<file path="src/rtl/imem_pkg.sv">
// Shared instruction-memory constants and loader state encoding.
// Reused by the memory write port and the core fetch stage.
package imem_pkg;

    localparam int ADDR_W = 8;
    localparam int DATA_W = 32;
    localparam int DEPTH  = 1 << ADDR_W;

    typedef logic [ADDR_W-1:0] addr_t;
    typedef logic [DATA_W-1:0] word_t;
    typedef logic [ADDR_W:0]   count_t;

    typedef enum logic [1:0] {
        IDLE = 2'b00,
        LOAD = 2'b01,
        DONE = 2'b10
    } loadState_t;

    // A single load never needs more than one pass over the memory.
    function automatic count_t clampLen(input count_t len);
        return (len > count_t'(DEPTH)) ? count_t'(DEPTH) : len;
    endfunction

endpackage

</file>
<file path="src/rtl/imem_loader_if.sv">
// Boot-path word stream into the loader, and the loader's memory write port.

interface imem_stream_if;
    import imem_pkg::*;

    logic  in_valid;
    logic  in_ready;
    word_t in_data;

    modport master (output in_valid, output in_data, input  in_ready);
    modport slave  (input  in_valid, input  in_data, output in_ready);
endinterface

interface imem_wr_if;
    import imem_pkg::*;

    logic  mem_we;
    addr_t mem_addr;
    word_t mem_wdata;

    modport master (output mem_we, output mem_addr, output mem_wdata);
    modport slave  (input  mem_we, input  mem_addr, input  mem_wdata);
endinterface

</file>
<file path="src/rtl/imem_loader.sv">
// Streams a burst of instruction words into the instruction memory at
// sequential wrapping addresses, holding the core until the load finishes.
module imem_loader
    import imem_pkg::*;
(
    input  logic          clk,
    input  logic          rst_n,
    input  logic          load_start,
    input  addr_t         load_base,
    input  count_t        load_len,
    imem_stream_if.slave  stream,
    imem_wr_if.master     wr,
    output logic          cpu_hold,
    output logic          load_busy,
    output logic          load_done,
    output count_t        words_loaded
);

    loadState_t state, stateNext;
    addr_t      wrPtr;
    count_t     remaining;
    logic       startOk;
    logic       xfer;

    assign startOk         = load_start && (load_len != '0);
    assign stream.in_ready = (state == LOAD);
    assign xfer            = stream.in_valid && (state == LOAD);
    assign load_busy       = (state != IDLE);
    assign load_done       = (state == DONE);

    always_ff @(posedge clk or negedge rst_n) begin
        if (!rst_n) state <= IDLE;
        else        state <= stateNext;
    end

    always_comb begin
        stateNext = state;
        case (state)
            IDLE:    if (startOk) stateNext = LOAD;
            LOAD:    if (xfer && remaining == count_t'(1)) stateNext = DONE;
            DONE:    stateNext = IDLE;
            default: stateNext = IDLE;
        endcase
    end

    // Write port lags acceptance by one cycle, so the DONE cycle carries
    // the final word together with the load_done pulse.
    always_ff @(posedge clk or negedge rst_n) begin
        if (!rst_n) begin
            wrPtr        <= '0;
            remaining    <= '0;
            words_loaded <= '0;
            cpu_hold     <= 1'b1;
            wr.mem_we    <= 1'b0;
            wr.mem_addr  <= '0;
            wr.mem_wdata <= '0;
        end else begin
            wr.mem_we <= xfer;
            if (state == IDLE && startOk) begin
                wrPtr        <= load_base;
                remaining    <= clampLen(load_len);
                words_loaded <= '0;
                cpu_hold     <= 1'b1;
            end
            if (xfer) begin
                wr.mem_addr  <= wrPtr;
                wr.mem_wdata <= stream.in_data;
                wrPtr        <= wrPtr + 1'b1;
                remaining    <= remaining - 1'b1;
                words_loaded <= words_loaded + 1'b1;
            end
            // Release the core only once the last word has hit the memory.
            if (state == DONE) cpu_hold <= 1'b0;
        end
    end

    doneWrites: assert property (@(posedge clk) disable iff (!rst_n)
        (state == DONE) |-> wr.mem_we);

    legalState: assert property (@(posedge clk) disable iff (!rst_n)
        state inside {IDLE, LOAD, DONE});

endmodule

</file>
<file path="src/flat_wrapper.sv">
// flat-port wrapper written by rule: the top's interface ports become plain ports
module imem_loader_flat import imem_pkg::*;
  (clk, rst_n, load_start, load_base, load_len, cpu_hold, load_busy, load_done, words_loaded, stream_in_valid, stream_in_data, stream_in_ready, wr_mem_we, wr_mem_addr, wr_mem_wdata);
  imem_stream_if stream_i ();
  imem_wr_if wr_i ();
  input  logic clk;
  input  logic rst_n;
  input  logic load_start;
  input  addr_t load_base;
  input  count_t load_len;
  output logic cpu_hold;
  output logic load_busy;
  output logic load_done;
  output count_t words_loaded;
  input wire logic [$bits(stream_i.in_valid)-1:0] stream_in_valid;
  input wire logic [$bits(stream_i.in_data)-1:0] stream_in_data;
  output wire logic [$bits(stream_i.in_ready)-1:0] stream_in_ready;
  output wire logic [$bits(wr_i.mem_we)-1:0] wr_mem_we;
  output wire logic [$bits(wr_i.mem_addr)-1:0] wr_mem_addr;
  output wire logic [$bits(wr_i.mem_wdata)-1:0] wr_mem_wdata;
  assign stream_i.in_valid = stream_in_valid;
  assign stream_i.in_data = stream_in_data;
  assign stream_in_ready = stream_i.in_ready;
  assign wr_mem_we = wr_i.mem_we;
  assign wr_mem_addr = wr_i.mem_addr;
  assign wr_mem_wdata = wr_i.mem_wdata;
  imem_loader u_core (.clk(clk), .rst_n(rst_n), .load_start(load_start), .load_base(load_base), .load_len(load_len), .stream(stream_i), .wr(wr_i), .cpu_hold(cpu_hold), .load_busy(load_busy), .load_done(load_done), .words_loaded(words_loaded));
endmodule
</file>
<file path="config.mk">
export PLATFORM = sky130hd
export DESIGN_NAME = imem_loader_flat
export DESIGN_NICKNAME = d
export VERILOG_FILES = /design/src/rtl/imem_pkg.sv /design/src/rtl/imem_loader_if.sv /design/src/rtl/imem_loader.sv /design/src/flat_wrapper.sv
export SDC_FILE = /design/constraint.sdc
export NUM_CORES = 1
export LEC_CHECK = 0
export ABC_AREA = 1
export BUFFER_PORTS_ARGS = -buffer_cell sky130_fd_sc_hd__buf_2
export CAP_MARGIN = 20
export CORE_MARGIN = 2
export CORE_UTILIZATION = 39
export DETAILED_ROUTE_END_ITERATION = 8
export PLACE_DENSITY_LB_ADDON = 0.3
export SYNTH_ARGS = -nofsm -noshare
export SYNTH_HDL_FRONTEND = slang
export SYNTH_SLANG_ARGS = --single-unit
</file>
<file path="constraint.sdc">
create_clock -name clk -period 1.91 [get_ports clk]
set_input_delay 0.191 -clock clk [delete_from_list [all_inputs] [get_ports clk]]
set_output_delay 0.191 -clock clk [all_outputs]
set_load 0.005 [all_outputs]
</file>
==> flow_summary.toml <==
[status]
status = "finished clean"

[yosys]
synth_top_cell_by_area = "dfrtp_1"
yosys-top-cells-area = "dfrtp_1 49%, nand2_1 23%, nand3_1 7.3%"
syn_avg_cell_area_um2 = 7.61
synth_top_area_share_pct = 49.3
synth.distinct_cells = 29
ys_seq_elements = 70
ys_seq_area_share_pct = 50.1
ys.warnings.count = 0
ys.flop_type = "dfrtp_1"
synth_edf_count = 0
syn_area_mm2 = 0.00350
synth_cells = 460
async_reset_ff_share_pct = 100
syn_nets = 517

[clock_network]
cts_tree = "done"
post_cts_buffers = 0
insertion_delay_ns = 0.35
clkTransAtPathRegs_ns = 0.08
clock_path_buffers = 2
numCtsBuffers = 9
cts_sinks = 70
htreeDepth = 3
cts.repair.resized = 0
cts_root_buf = "clkbuf_8"

[timing]
finalCritPeriodShare_pct = 81.7
tns_ns = 0
tightest_slew_ns = 0.501
setup_viol = 0
finalHoldViolCount = 0
period_minus_slack_ns = 1.56
grt_setup_unrepaired = "no"
drv_slew = 0
timing.slew.headroom_pct = 66.6
max_freq_ghz = 0.641
fin_skew_ns = 0.00918

[setup_path]
path_max_fanout = 59
crit_type = "flop to flop"
startpoint_type = "flop"
cp.required_ns = 2.15
cp.arrival_ns = 1.80
worst_setup_path_end_kind = "flop"

[grt]
antenna_found_initial = 1
overflow = 0
grt_first_pass_wirelength_mm = 14.9
track_usage_pct = 18.8
grt_max_degree = 60
grt_pass1_vias = 3186

[place]
place_area_mm2 = 0.00410
gp_congestion = 0.859
hpwl_mm = 6.02
portBuffers = 106
place_inst = 662

[power]
p_leak_uw = 0.00249
power_switching_uw = 2480
irDropWorstVdd_v = 0.000660
seqPwrFrac_pct = 40.2
p_clk_share_pct = 21.6
finalPower_uw = 6290
powerDensity_mw_per_mm2 = 1450
pwr-share-comb_pct = 38.2
p_int_uw = 3810
power_switching_share_pct = 39.4

[drt]
vias_per_cell = 4.77
first_pass_iters = 4
drcViolationCount = 0
met2_length_mm = 3.73
maxUsedRoutingLayer = "met5"
met3_length_um = 588
drt-initial-drc-count = 176
routed_wl_mm = 8.49
post_drt_wl_per_cell_um = 12.5
dr_total_vias = 3241
antenna_left = 0
m1WireLength_mm = 3.99

[cells_and_area]
fin_area_mm2 = 0.00434
layout-drive-gt1-share_pct = 24.5
area_delta_synth_final_pct = 23.9
finalNonFillerCells = 679
layout_common_cells = "212 x nand2_1, 105 x buf_2, 69 x dfrtp_1, 51 x nand3_1, 31 x inv_1"
fillers = 864
antennaDiodeCount = 0
layout_commonest_cell = "nand2_1"
utilization_pct = 49.7
fin_nets = 623

[min_path]
worstHoldPathType = "primary input to flop"

[flow_run]
cap_violations = 0

[die]
dieWidth_um = 98.7
core_area_mm2 = 0.00872
die_h_um = 98.7
rows = 34
ios = 107
start_util_pct = 40.1
die_area_mm2 = 0.00975
[cells by family after synthesis]
family | Yosys count | synth area share, %
adder cells (fa/ha/maj) | 4 | 1.43
AND/OR/NAND/NOR | 312 | 37.1
flip-flops | 70 | 50.1
buffers and inverters | 53 | 7.79
AO/OA/AOI/OAI | 21 | 3.54
[worst paths after layout]
| kind | endpoint | cells past startpoint | startpoint | slack, ns |
|---|---|---|---|---|
| max | u_core.wrPtr[3] | 7 | u_core.state[0] | 0.35 |
| min | u_core.wr.mem_wdata[0] | 3 | stream_in_data[0] | 0.03 |
| max reg2reg | u_core.wrPtr[3] | 7 | u_core.state[0] | 0.35 |
| min reg2reg | u_core.wr.mem_wdata[18] | 2 | u_core.wr.mem_wdata[18] | 0.48 |
| max in group asynchronous | u_core.wr.mem_addr[6] | 3 | rst_n | 1.00 |
| min in group asynchronous | u_core.remaining[2] | 2 | rst_n | 0.36 |
[power groups by stage]
stage	Combinational, uW	Sequential (uW)	Clock, uW
finish	2400	2530	1360
global route	2810	2610	1450
CTS	2440	2520	1390
detailed placement	2440	2530	0
global placement	2370	2530	0
floorplan	1600	2500	0
[cell type report]
class	instances	area, um^2	share of cell area (%)
Clock buffer	11	141	3.26
Timing Repair Buffer	115	628	14.5
Clock inverter	5	81.3	1.88
Multi-Input combinational cell	337	1470	34.0
Sequential cell	70	1750	40.4
Inverter	33	124	2.86
Tap cell	108	135	3.12
[routing by layer]
| metal | vias up | track usage, % |
|---|---|---|
| met5 | - | 0 |
| met4 | 2 | 7.80 |
| met3 | 15 | 5.53 |
| met2 | 97 | 28.9 |
| met1 | 1478 | 24.9 |
| li1 | 1649 | - |
[stage by stage]
step,setup WS [ns],hold slack (ns)
6_report,0.350,0.0270
5_1_grt,0.172,0.0298
4_1_cts,0.319,0.0169
3_5_place_dp,0.342,0.202
3_3_place_gp,0.387,0.203
2_1_floorplan,0.589,-0.105
[flip-flops by register name, indices dropped and copies added (netlist names)]
signal,count
u_core.wrPtr,8
u_core.words_loaded,9
u_core.cpu_hold,1
u_core.wr.mem_addr,8
u_core.wr.mem_we,1
u_core.state,2
u_core.wr.mem_wdata,32
u_core.remaining,9
[timing repair]
item	CTS	global route
setup endpoints to repair	0	0
endpoints found under the hold margin	36	0
hold buffers	1	0
[worst max-delay path, stage by stage, from the launching register on]
cell     delay (ns)
dfrtp_1        0.41
inv_2          0.08
nor2_4         0.04
nand2_4        0.17
buf_12         0.28
nand2_2        0.26
nand2_1        0.13
nand2_1        0.07
[Yosys cell counts, types with 2 or more instances]
master,number
buf_2,8
buf_6,5
nand3b_1,2
inv_1,31
ha_1,4
o21ai_1,5
a21oi_1,2
nand3_1,51
o21ai_0,9
inv_2,2
dfrtp_1,69
nand2_1,212
nor2_1,29
buf_4,7
nand4_1,7
or2_1,4
Note: power is estimated with default switching activity, not from simulation.
